<file path="src/rtl/if_pkg.sv">
// ----------------------------------------------------------------------------
// if_pkg
// Shared types and constants for the instruction-fetch front end.
//   INSTR_W / ADDR_W   : instruction and address widths
//   DEFAULT_RESET_PC   : default program counter after reset
//   NOP_INSTR          : value that prefetch storage is cleared to
//   fetch_entry_t      : one prefetched instruction plus its PC+4
// ----------------------------------------------------------------------------
package if_pkg;

  localparam int INSTR_W = 32;
  localparam int ADDR_W  = 32;

  localparam logic [ADDR_W-1:0]  DEFAULT_RESET_PC = 32'h0000_0000;
  localparam logic [INSTR_W-1:0] NOP_INSTR        = 32'h0000_0000;

  typedef struct packed {
    logic [INSTR_W-1:0] instr;
    logic [ADDR_W-1:0]  pc4;
  } fetch_entry_t;

endpackage

</file>
<file path="src/rtl/if_fifo.sv">
// ----------------------------------------------------------------------------
// if_fifo
// Small synchronous FIFO of fetch_entry_t used as the prefetch buffer.
// Ports:
//   clk_i, rst_ni   : clock, synchronous active-low reset (clears storage)
//   push_i, entry_i : write entry_i at the tail
//   pop_i           : drop the head entry
//   flush_i         : empty the FIFO (wins over push/pop)
//   head_o          : current head entry (stale when count_o == 0)
//   count_o         : number of valid entries, 0..DEPTH
// The owner never pushes when full nor pops when empty.
// ----------------------------------------------------------------------------
module if_fifo
  import if_pkg::*;
#(
  parameter int DEPTH = 2,
  parameter int PW    = $clog2(DEPTH),
  parameter int CW    = $clog2(DEPTH + 1)
) (
  input  logic         clk_i,
  input  logic         rst_ni,
  input  logic         push_i,
  input  fetch_entry_t entry_i,
  input  logic         pop_i,
  input  logic         flush_i,
  output fetch_entry_t head_o,
  output logic [CW-1:0] count_o
);

  fetch_entry_t  mem_q [DEPTH];
  logic [PW-1:0] rd_ptr_q, rd_ptr_d;
  logic [PW-1:0] wr_ptr_q, wr_ptr_d;
  logic [CW-1:0] count_q, count_d;

  always_comb begin
    rd_ptr_d = rd_ptr_q;
    wr_ptr_d = wr_ptr_q;
    count_d  = count_q;
    if (flush_i) begin
      rd_ptr_d = '0;
      wr_ptr_d = '0;
      count_d  = '0;
    end else begin
      if (push_i) wr_ptr_d = wr_ptr_q + PW'(1);
      if (pop_i)  rd_ptr_d = rd_ptr_q + PW'(1);
      case ({push_i, pop_i})
        2'b10:   count_d = count_q + CW'(1);
        2'b01:   count_d = count_q - CW'(1);
        default: count_d = count_q;
      endcase
    end
  end

  always_ff @(posedge clk_i) begin
    if (!rst_ni) begin
      for (int i = 0; i < DEPTH; i++) begin
        mem_q[i] <= '{instr: NOP_INSTR, pc4: '0};
      end
      rd_ptr_q <= '0;
      wr_ptr_q <= '0;
      count_q  <= '0;
    end else begin
      if (push_i && !flush_i) mem_q[wr_ptr_q] <= entry_i;
      rd_ptr_q <= rd_ptr_d;
      wr_ptr_q <= wr_ptr_d;
      count_q  <= count_d;
    end
  end

  assign head_o  = mem_q[rd_ptr_q];
  assign count_o = count_q;

endmodule

</file>
<file path="src/rtl/if_fetch_stage.sv">
// ----------------------------------------------------------------------------
// if_fetch_stage
// Instruction-fetch front end: owns the PC, issues one request per cycle to a
// synchronous instruction memory (data returns the cycle after imem_req),
// buffers returns in a prefetch FIFO and hands them to decode with PC+4.
//
// Ports:
//   CLK, RST_N              : clock, synchronous active-low reset
//   imem_req, imem_addr     : fetch request and word-aligned address (the PC)
//   imem_rdata              : instruction, valid one cycle after imem_req
//   redirect, redirect_pc   : taken branch from EX/MEM and its target
//   id_ready                : decode accepts the head (low = stall)
//   id_valid, id_instr,
//   id_pc4                  : head instruction and its PC+4 towards IF/ID
//   perf_fetch, perf_stall  : delivered instructions / stalled cycles
//
// Handshake: an entry transfers on every cycle where id_valid && id_ready;
// id_valid and the head payload stay stable until that transfer or a
// redirect/reset.
//
// Optional feature: define IF_PERF_CNT_EN to build the two 32-bit performance
// counters; without it perf_fetch and perf_stall are tied to 0.
// ----------------------------------------------------------------------------
module if_fetch_stage
  import if_pkg::*;
#(
  parameter logic [ADDR_W-1:0] RESET_PC   = DEFAULT_RESET_PC,
  parameter int                FIFO_DEPTH = 2
) (
  input  logic               CLK,
  input  logic               RST_N,
  output logic               imem_req,
  output logic [ADDR_W-1:0]  imem_addr,
  input  logic [INSTR_W-1:0] imem_rdata,
  input  logic               redirect,
  input  logic [ADDR_W-1:0]  redirect_pc,
  input  logic               id_ready,
  output logic               id_valid,
  output logic [INSTR_W-1:0] id_instr,
  output logic [ADDR_W-1:0]  id_pc4,
  output logic [31:0]        perf_fetch,
  output logic [31:0]        perf_stall
);

  localparam int CW = $clog2(FIFO_DEPTH + 1);

  logic [ADDR_W-1:0] pc_q, pc_d;
  logic [ADDR_W-1:0] inflight_pc4_q, inflight_pc4_d;
  logic              inflight_q, inflight_d;
  logic [ADDR_W-1:0] pc_plus4;

  logic [CW-1:0]     count;
  logic [CW:0]       occ;
  fetch_entry_t      fifo_head, ret_entry, head;
  logic              fifo_empty, head_valid, pop, push, fifo_pop, issue;

  assign pc_plus4   = pc_q + ADDR_W'(4);
  assign fifo_empty = (count == '0);
  assign ret_entry  = '{instr: imem_rdata, pc4: inflight_pc4_q};

  // With the FIFO empty, the returning instruction is shown to decode
  // directly, which gives the one-cycle fetch-to-IF/ID latency. A return in
  // a redirect cycle is wrong-path and is never exposed.
  assign head_valid = RST_N && (!fifo_empty || (inflight_q && !redirect));
  assign head       = (fifo_empty && inflight_q) ? ret_entry : fifo_head;
  assign pop        = head_valid && id_ready;
  assign fifo_pop   = pop && !fifo_empty;
  assign push       = inflight_q && !redirect && !(pop && fifo_empty);

  // Credit check: entries held plus the one in flight, less the one leaving
  // this cycle. Counting the pop lets requests resume in the same cycle a
  // stall releases, while still never overflowing the FIFO.
  assign occ   = {1'b0, count} + (CW+1)'(inflight_q) - (CW+1)'(pop);
  assign issue = RST_N && !redirect && (occ < (CW+1)'(FIFO_DEPTH));

  always_comb begin
    pc_d           = pc_q;
    inflight_pc4_d = inflight_pc4_q;
    inflight_d     = issue;
    if (redirect) begin
      pc_d = redirect_pc & ~ADDR_W'(3);
    end else if (issue) begin
      pc_d           = pc_plus4;
      inflight_pc4_d = pc_plus4;
    end
  end

  always_ff @(posedge CLK) begin
    if (!RST_N) begin
      pc_q           <= RESET_PC;
      inflight_q     <= 1'b0;
      inflight_pc4_q <= '0;
    end else begin
      pc_q           <= pc_d;
      inflight_q     <= inflight_d;
      inflight_pc4_q <= inflight_pc4_d;
    end
  end

  if_fifo #(
    .DEPTH (FIFO_DEPTH)
  ) u_fifo (
    .clk_i   (CLK),
    .rst_ni  (RST_N),
    .push_i  (push),
    .entry_i (ret_entry),
    .pop_i   (fifo_pop),
    .flush_i (redirect),
    .head_o  (fifo_head),
    .count_o (count)
  );

  // Outputs read zero while reset is held, even before the clearing edge.
  assign imem_req  = issue;
  assign imem_addr = RST_N ? pc_q : '0;
  assign id_valid  = head_valid;
  assign id_instr  = RST_N ? head.instr : '0;
  assign id_pc4    = RST_N ? head.pc4 : '0;

`ifdef IF_PERF_CNT_EN
  logic [31:0] perf_fetch_q, perf_fetch_d;
  logic [31:0] perf_stall_q, perf_stall_d;

  // A pop in a redirect cycle is still a delivered instruction.
  always_comb begin
    perf_fetch_d = perf_fetch_q;
    perf_stall_d = perf_stall_q;
    if (pop)                     perf_fetch_d = perf_fetch_q + 32'd1;
    if (head_valid && !id_ready) perf_stall_d = perf_stall_q + 32'd1;
  end

  always_ff @(posedge CLK) begin
    if (!RST_N) begin
      perf_fetch_q <= '0;
      perf_stall_q <= '0;
    end else begin
      perf_fetch_q <= perf_fetch_d;
      perf_stall_q <= perf_stall_d;
    end
  end

  assign perf_fetch = RST_N ? perf_fetch_q : '0;
  assign perf_stall = RST_N ? perf_stall_q : '0;
`else
  assign perf_fetch = '0;
  assign perf_stall = '0;
`endif

endmodule
</file>
<file path="config.mk">
export PLATFORM = sky130hd
export DESIGN_NAME = if_fetch_stage
export DESIGN_NICKNAME = d
export VERILOG_FILES = /design/src/rtl/if_pkg.sv /design/src/rtl/if_fifo.sv /design/src/rtl/if_fetch_stage.sv
export SDC_FILE = /design/constraint.sdc
export NUM_CORES = 1
export LEC_CHECK = 0
export ABC_AREA = 0
export BUFFER_PORTS_ARGS = -buffer_cell sky130_fd_sc_hd__buf_4
export CAP_MARGIN = 20
export CORE_AREA = 10 10 145 147
export CTS_CLUSTER_DIAMETER = 30
export DETAILED_ROUTE_END_ITERATION = 8
export DIE_AREA = 0 0 155 157
export GPL_TIMING_DRIVEN = 0
export HOLD_SLACK_MARGIN = 0.15
export PLACE_DENSITY = 0.87
export SYNTH_ARGS = -nofsm -noshare
export SYNTH_HDL_FRONTEND = slang
export SYNTH_SLANG_ARGS = --single-unit
export TNS_END_PERCENT = 10
</file>
<file path="constraint.sdc">
create_clock -name CLK -period 17.9 [get_ports CLK]
set_clock_uncertainty 0.1 [all_clocks]
set_input_delay 0.895 -clock CLK [delete_from_list [all_inputs] [get_ports CLK]]
set_output_delay 0.895 -clock CLK [all_outputs]
set_load 0.005 [all_outputs]
</file>
==> flow_metrics.tcl, run 1 <==
set metrics [dict create \
    outcome "finished clean" \
    totalNegativeSetupSlack_ns 0 \
    port_buffers 159 \
    max_freq_mhz 201.0 \
    fin_nets 1308 \
    cp-start-kind "input pin" \
    fp.coreArea_um2 18330 \
    cp.buffers_inverters 6 \
    crit_chain "buf_4 > inv_1 > nand2_1 > a21boi_0 > and2_1 > ha_1 > nand2b_1 > fa_1 > xnor2_1 > nand4_1 > inv_2 > buf_2 > buf_2 > buf_4" \
    final_area_um2 12900 \
    grt_pass1_wl_mm 41.56 \
    cts_resized 0 \
    leakage_nw 5.788 \
    cts.path.max_buffers 2 \
    cellPowerDensity_nw_per_um2 80.99 \
    synth_top_area_share_pct 35.59 \
    dr_total_vias 7796 \
    reg2reg_to "inflight_pc4_q[11]" \
    antenna_left 0 \
    crit_type "input pin to output port" \
    synth_area_leaders "edfxtp_1, dfxtp_1, and2_1" \
    final_layout_size_suffix_gt1_share_pct 26.42 \
    hp-start "u_fifo.rd_ptr_q" \
    cts_setup_buffers 0 \
    arrival_ns 3.98 \
    cts_root_buf "clkbuf_16" \
    ys_ff_latch 190 \
    diodes 0 \
    min_to "u_fifo.rd_ptr_q" \
    dieArea_um2 24340 \
    tightestPinTransition_ns 0.8776 \
    cts_tree "yes" \
    ys_seq_area_share_pct 48.22 \
    cp.required_ns 16.91 \
    start_util_pct 57.08 \
    synth_area_leader_cell "edfxtp_1" \
    timing_max_transition_violations_final 0 \
    synthArstFlopShare_pct 0 \
    clk_pin_slew_ns 0.06 \
    grt-ovfl-total 0 \
    timing.rr.start "u_fifo.count_o[1]" \
    synthCells 989 \
    fin_crit_ns 4.976 \
    reg2reg_slack_ns 14.33 \
    ys_types 49 \
    hold_viol 0 \
    ios 230 \
    peakVddDrop_v 0.00007453 \
    antenna_found_initial 0 \
    synth_ff_type "edfxtp_1" \
    wl_per_cell_um 17.71 \
    grt_pass1_vias 7892 \
    cpPeakStageDelay_ns 0.39 \
    clock-sinks 190 \
    synth_commonest_cells "and2_1, edfxtp_1, nand2_1, buf_4, o211a_1" \
    hold_buffers 0 \
    viasPerCell 5.257 \
    grtUsageTotal_pct 21.26 \
    maxSlewHeadroom_pct 41.44 \
    worst_slack_ns 12.92 \
    rsz0062_at_grt "false" \
    synth_area_um2 10460 \
    clk_latency_ns 0.44 \
    area_growth_pct 23.30 \
    place.gp.congestion 0.8936 \
    dp_hpwl_mm 19.17 \
    setup_viol 0 \
    wl_mm 26.26 \
    synth_edf_count 124 \
    die_w_um 155 \
    yosys_warnings 0 \
    grt_max_degree 63 \
    cts_htree_levels 4 \
    drtIter0Drc 399 \
    fin_cells 1483 \
    hp-class "flip-flop to flip-flop" \
    path_delay_family "buffers and inverters" \
    numCtsBuffers 17 \
    first_pass_iters 5 \
    path_max_fanout 10 \
    maxCapViolCount 0 \
    cp-end-kind "output port" \
    holdPathStages 2 \
    dp.cells 1451 \
    period_share_pct 27.80 \
    post-synth-top-count-cell "and2_1" \
    hold_slack_ns 0.4321 \
    drc 0 \
    reg2reg_depth 12 \
    pre_cts_slack_ns 13.02 \
    die_h_um 157 \
    place_area_um2 12270 \
    syn_area_per_cell_um2 10.58 \
    rows 50 \
    slowest_stage "fa_1" \
]
kinds of logic after synthesis:
kind of cell,Yosys count,synth area share [%]
other cells,1,0.03584
simple gates,341,19.00
flops,190,48.22
buf+inv,155,9.065
fa+ha+maj,4,0.5502
compound gates,174,11.99
xor+xnor,61,5.106
mux,63,6.027
cell type report:
type	instances	area, um2
Sequential cell	190	5045
Timing Repair Buffer	161	1241
Clock inverter	11	151.4
Inverter	7	26.28
Tap cell	234	292.8
Fill cell	1349	5430
Multi-Input combinational cell	711	4740
Clock buffer	21	481.7
Buffer	148	922.1
per-stage QoR:
step                util (%)  power (mW)
floorplan                  -      0.5912
global placement       66.56      0.6485
detailed placement     66.92      0.6519
CTS                    70.38       1.045
global route           70.38       1.086
finish                 70.38       1.045
worst max path at each step:
stage / start / end / slack (ns) / cells after the start
after floorplan: redirect / u_fifo.mem_q[0][10] / 11.54 / 5
after global placement: redirect / u_fifo.mem_q[0][56] / 9.08 / 6
after detailed placement: redirect / imem_req / 13.02 / 14
after CTS: redirect / imem_req / 12.97 / 14
after global routing: redirect / imem_req / 12.77 / 14
final: redirect / imem_req / 12.92 / 14
cell usage in the layout (no fill, tap or decap), types with 22 or more instances in the layout:
cell	synthesis	routed
clkbuf_1	41	42
nor2_1	22	22
buf_4	74	233
and2_1	158	158
xnor2_1	50	50
edfxtp_1	124	124
a21oi_1	45	45
nand2_1	91	90
conb_1	1	68
o21ai_0	51	50
dfxtp_1	66	66
buf_2	23	23
mux2i_1	63	63
o211a_1	70	70
report_power, final:
part | internal (mW) | switching (mW) | leakage [nW]
registers | 0.489 | 0.0140 | 1.82
clock network | 0.237 | 0.163 | 0.310
logic | 0.0683 | 0.0731 | 3.66
worst register-to-register path: stages (launching register included):
cell,delay (ns)
dfxtp_1,0.39
nor2_2,0.28
a21boi_0,0.16
and2_1,0.21
ha_1,0.27
nand2b_1,0.16
fa_1,0.39
xnor2_1,0.28
nand4_1,0.36
inv_2,0.17
clkbuf_1,0.36
o21ai_0,0.17
a21oi_1,0.18
per-layer routing:
| metal | up-vias | share of wire, % | track usage [%] |
|---|---|---|---|
| li1 | 3807 | - | - |
| met3 | 36 | 7.2 | 5.186 |
| met1 | 3684 | 39 | 25.10 |
| met4 | 0 | 2.0 | 7.018 |
| met2 | 269 | 52 | 37.07 |
| met5 | - | 0 | 0 |
sequential cells by signal, indices dropped and copies added (netlist names), named ones only:
signal,cells
inflight_pc4_q,30
u_fifo.mem_q,124
inflight_q,1
pc_q,30
u_fifo.wr_ptr_q,1
u_fifo.rd_ptr_q,1
u_fifo.count_o,2
Power figures use the tool's default switching activity.
==> run 2: changes to the inputs <==
--- a/config.mk
+++ b/config.mk
@@ -8,13 +8,13 @@
 export ABC_AREA = 0
 export BUFFER_PORTS_ARGS = -buffer_cell sky130_fd_sc_hd__buf_4
 export CAP_MARGIN = 20
-export CORE_AREA = 10 10 145 147
+export CORE_AREA = 10 10 156 158
 export CTS_CLUSTER_DIAMETER = 30
 export DETAILED_ROUTE_END_ITERATION = 8
-export DIE_AREA = 0 0 155 157
+export DIE_AREA = 0 0 166 168
 export GPL_TIMING_DRIVEN = 0
 export HOLD_SLACK_MARGIN = 0.15
-export PLACE_DENSITY = 0.87
+export PLACE_DENSITY = 0.8
 export SYNTH_ARGS = -nofsm -noshare
 export SYNTH_HDL_FRONTEND = slang
 export SYNTH_SLANG_ARGS = --single-unit
==> constraint.sdc (replaced) <==
create_clock -name CLK -period 4.35 [get_ports CLK]
set_clock_uncertainty 0.1 [all_clocks]
set_input_delay 0.2175 -clock CLK [delete_from_list [all_inputs] [get_ports CLK]]
set_output_delay 0.2175 -clock CLK [all_outputs]
set_load 0.005 [all_outputs]
==> run 2 against run 1 <==
Worst setup slack lost 13 ns. Core utilization decreased by 7.1 points. Sequential cell count is the same. Sequential share of layout area decreased by 1.9 points. Critical path depth shrank 2. Clock power rose to 3.8 times the previous value. First-iteration DRC count grew 26%. Non-clock buffer count grew 66. Total power rose to 4.0 times the previous value. Die area up 15%. Largest cell class unchanged. Largest power group unchanged.
==> flow_metrics.tcl, run 2 (synthesized netlist as in run 1, its figures left out) <==
set metrics [dict create \
    cellPowerDensity_nw_per_um2 310.7 \
    wl_mm 27.33 \
    final_cell_mix "buf_4, and2_1, edfxtp_1, nand2_1, o211a_1" \
    fin_cells 1595 \
    ios 230 \
    pre_cts_slack_ns 0.6856 \
    cp-endpoint "imem_req" \
    clock-sinks 190 \
    final_area_um2 13560 \
    hold_viol 0 \
    port_buffers 159 \
    maxSlewHeadroom_pct 39.82 \
    first_pass_iters 5 \
    antenna_found_initial 0 \
    cts.path.max_buffers 2 \
    cts_root_buf "clkbuf_16" \
    peakVddDrop_v 0.0002866 \
    antenna_left 0 \
    dr_total_vias 7988 \
    period_share_pct 92.92 \
    area_growth_pct 29.61 \
    cp-startpoint "u_fifo.count_o[1]" \
    start_util_pct 48.85 \
    grtUsageTotal_pct 18.97 \
    place_area_um2 12330 \
    tightestPinTransition_ns 0.9019 \
    die_w_um 166 \
    reg2reg_depth 12 \
    die_h_um 168 \
    cts_tree "yes" \
    viasPerCell 5.008 \
    top_register "u_fifo.mem_q" \
    reg2reg_to "inflight_pc4_q[11]" \
    dp.cells 1497 \
    grt_max_degree 63 \
    dp_hpwl_mm 19.26 \
    path_max_fanout 10 \
    cts_htree_levels 4 \
    wl_per_cell_um 17.14 \
    clk_latency_ns 0.43 \
    leakage_nw 6.032 \
    fp.coreArea_um2 21420 \
    drc 0 \
    hp-class "input pin to flip-flop" \
    drtIter0Drc 503 \
    largest_register_ffs 124 \
    n_fill_cell 1714 \
    grt_pass1_wl_mm 43.74 \
    cp.required_ns 4.03 \
    numCtsBuffers 17 \
    dieArea_um2 27890 \
    crit_type "flip-flop to output port" \
    place.gp.congestion 0.8988 \
    clk_pin_slew_ns 0.07 \
    cp-end-kind "output port" \
    outcome "finished clean" \
    timing_max_transition_violations_final 0 \
    diodes 0 \
    fin_crit_ns 4.042 \
    hold_slack_ns 0.1680 \
    rsz0062_at_grt "false" \
    rows 54 \
    largestRegisters "u_fifo.mem_q (124), inflight_pc4_q (30), pc_q (30)" \
    cp-start-kind "flip-flop" \
    setup_viol 0 \
    worst_slack_ns 0.3080 \
    timing.rr.start "u_fifo.count_o[1]" \
    fin_nets 1374 \
    maxCapViolCount 0 \
    arrival_ns 3.72 \
    max_freq_mhz 247.4 \
    mostFrequentLayoutCell "buf_4" \
    reg2reg_slack_ns 0.89 \
    grt_pass1_vias 8251 \
    final_layout_size_suffix_gt1_share_pct 24.94 \
    grt-ovfl-total 0 \
]
==> run 2: cell types whose count changed in the layout (fill, tap and decap cells not counted) <==
cell | before | now
dlygate4sd3_1 | 0 | 66
clkbuf_1 | 42 | 43
a21boi_0 | 2 | 1
bufinv_16 | 3 | 1
clkbuf_8 | 2 | 0
buf_12 | 1 | 0
inv_4 | 0 | 1
clkinv_1 | 0 | 1
clkinv_4 | 2 | 3
a21boi_1 | 0 | 1
buf_16 | 1 | 2
==> run 2: worst max-delay path: stages, from the launching register on <==
cell and delay [ns]:
dfxtp_1 0.46, nor2_2 0.11, a21boi_1 0.33, and2_1 0.21
ha_1 0.22, nand2b_1 0.15, fa_1 0.38, xnor2_1 0.27
nand4_1 0.33, inv_2 0.16, buf_2 0.22, buf_2 0.27
buf_4 0.16
==> run 2: stage by stage <==
stage                     TNS (ns)  util, %  power (mW)
after floorplan                  0        -       2.430
after global placement      -85.99    57.23       2.673
after detailed placement         0    57.58       2.688
after CTS                        0    63.31       4.222
after global routing             0    63.31       4.365
final                            0    63.31       4.214
==> run 2: worst min-delay path by stage <==
stage | cells past startpoint | slack (ns) | from | to
6_report | 4 | 0.17 | RST_N | u_fifo.wr_ptr_q
5_1_grt | 4 | 0.18 | RST_N | u_fifo.wr_ptr_q
4_1_cts | 4 | 0.16 | RST_N | u_fifo.wr_ptr_q
3_5_place_dp | 3 | 0.37 | redirect_pc[29] | pc_q[29]
3_3_place_gp | 3 | 0.37 | redirect_pc[29] | pc_q[29]
2_1_floorplan | 2 | 0.27 | redirect_pc[28] | pc_q[28]
==> run 2: area by class of cell <==
type                       instances  area [um2]  area share (%)
multi-input combinational        711        4740           34.95
buffer                           148       922.1           6.800
tap                              280       350.3           2.584
inverter                           7       26.28          0.1938
sequential                       190        5045           37.20
clock buffer                      20       457.9           3.377
clock inverter                    12       110.1          0.8120
timing repair buffer             227        1909           14.08
==> run 2: what timing repair did <==
item,in CTS,in global routing
hold buffers,66,0
resized for setup,0,1
buffers inserted,0,0
endpoints found under the setup margin,0,1
hold endpoints to repair,97,0
==> run 2: where the power goes <==
group,switching (mW),leakage [nW],internal [mW]
registers,0.0570,1.82,2.01
clock network,0.681,0.278,0.828
logic,0.315,3.93,0.321
==> run 2: layer usage <==
metal / vias to the layer above / global-route usage (%) / routed length [um]
li1: 3943 / - / -
met1: 3758 / 23.29 / 11770
met2: 256 / 32.87 / 13490
met3: 31 / 4.726 / 1739
met4: 0 / 4.353 / 325
met5: - / 0 / 0
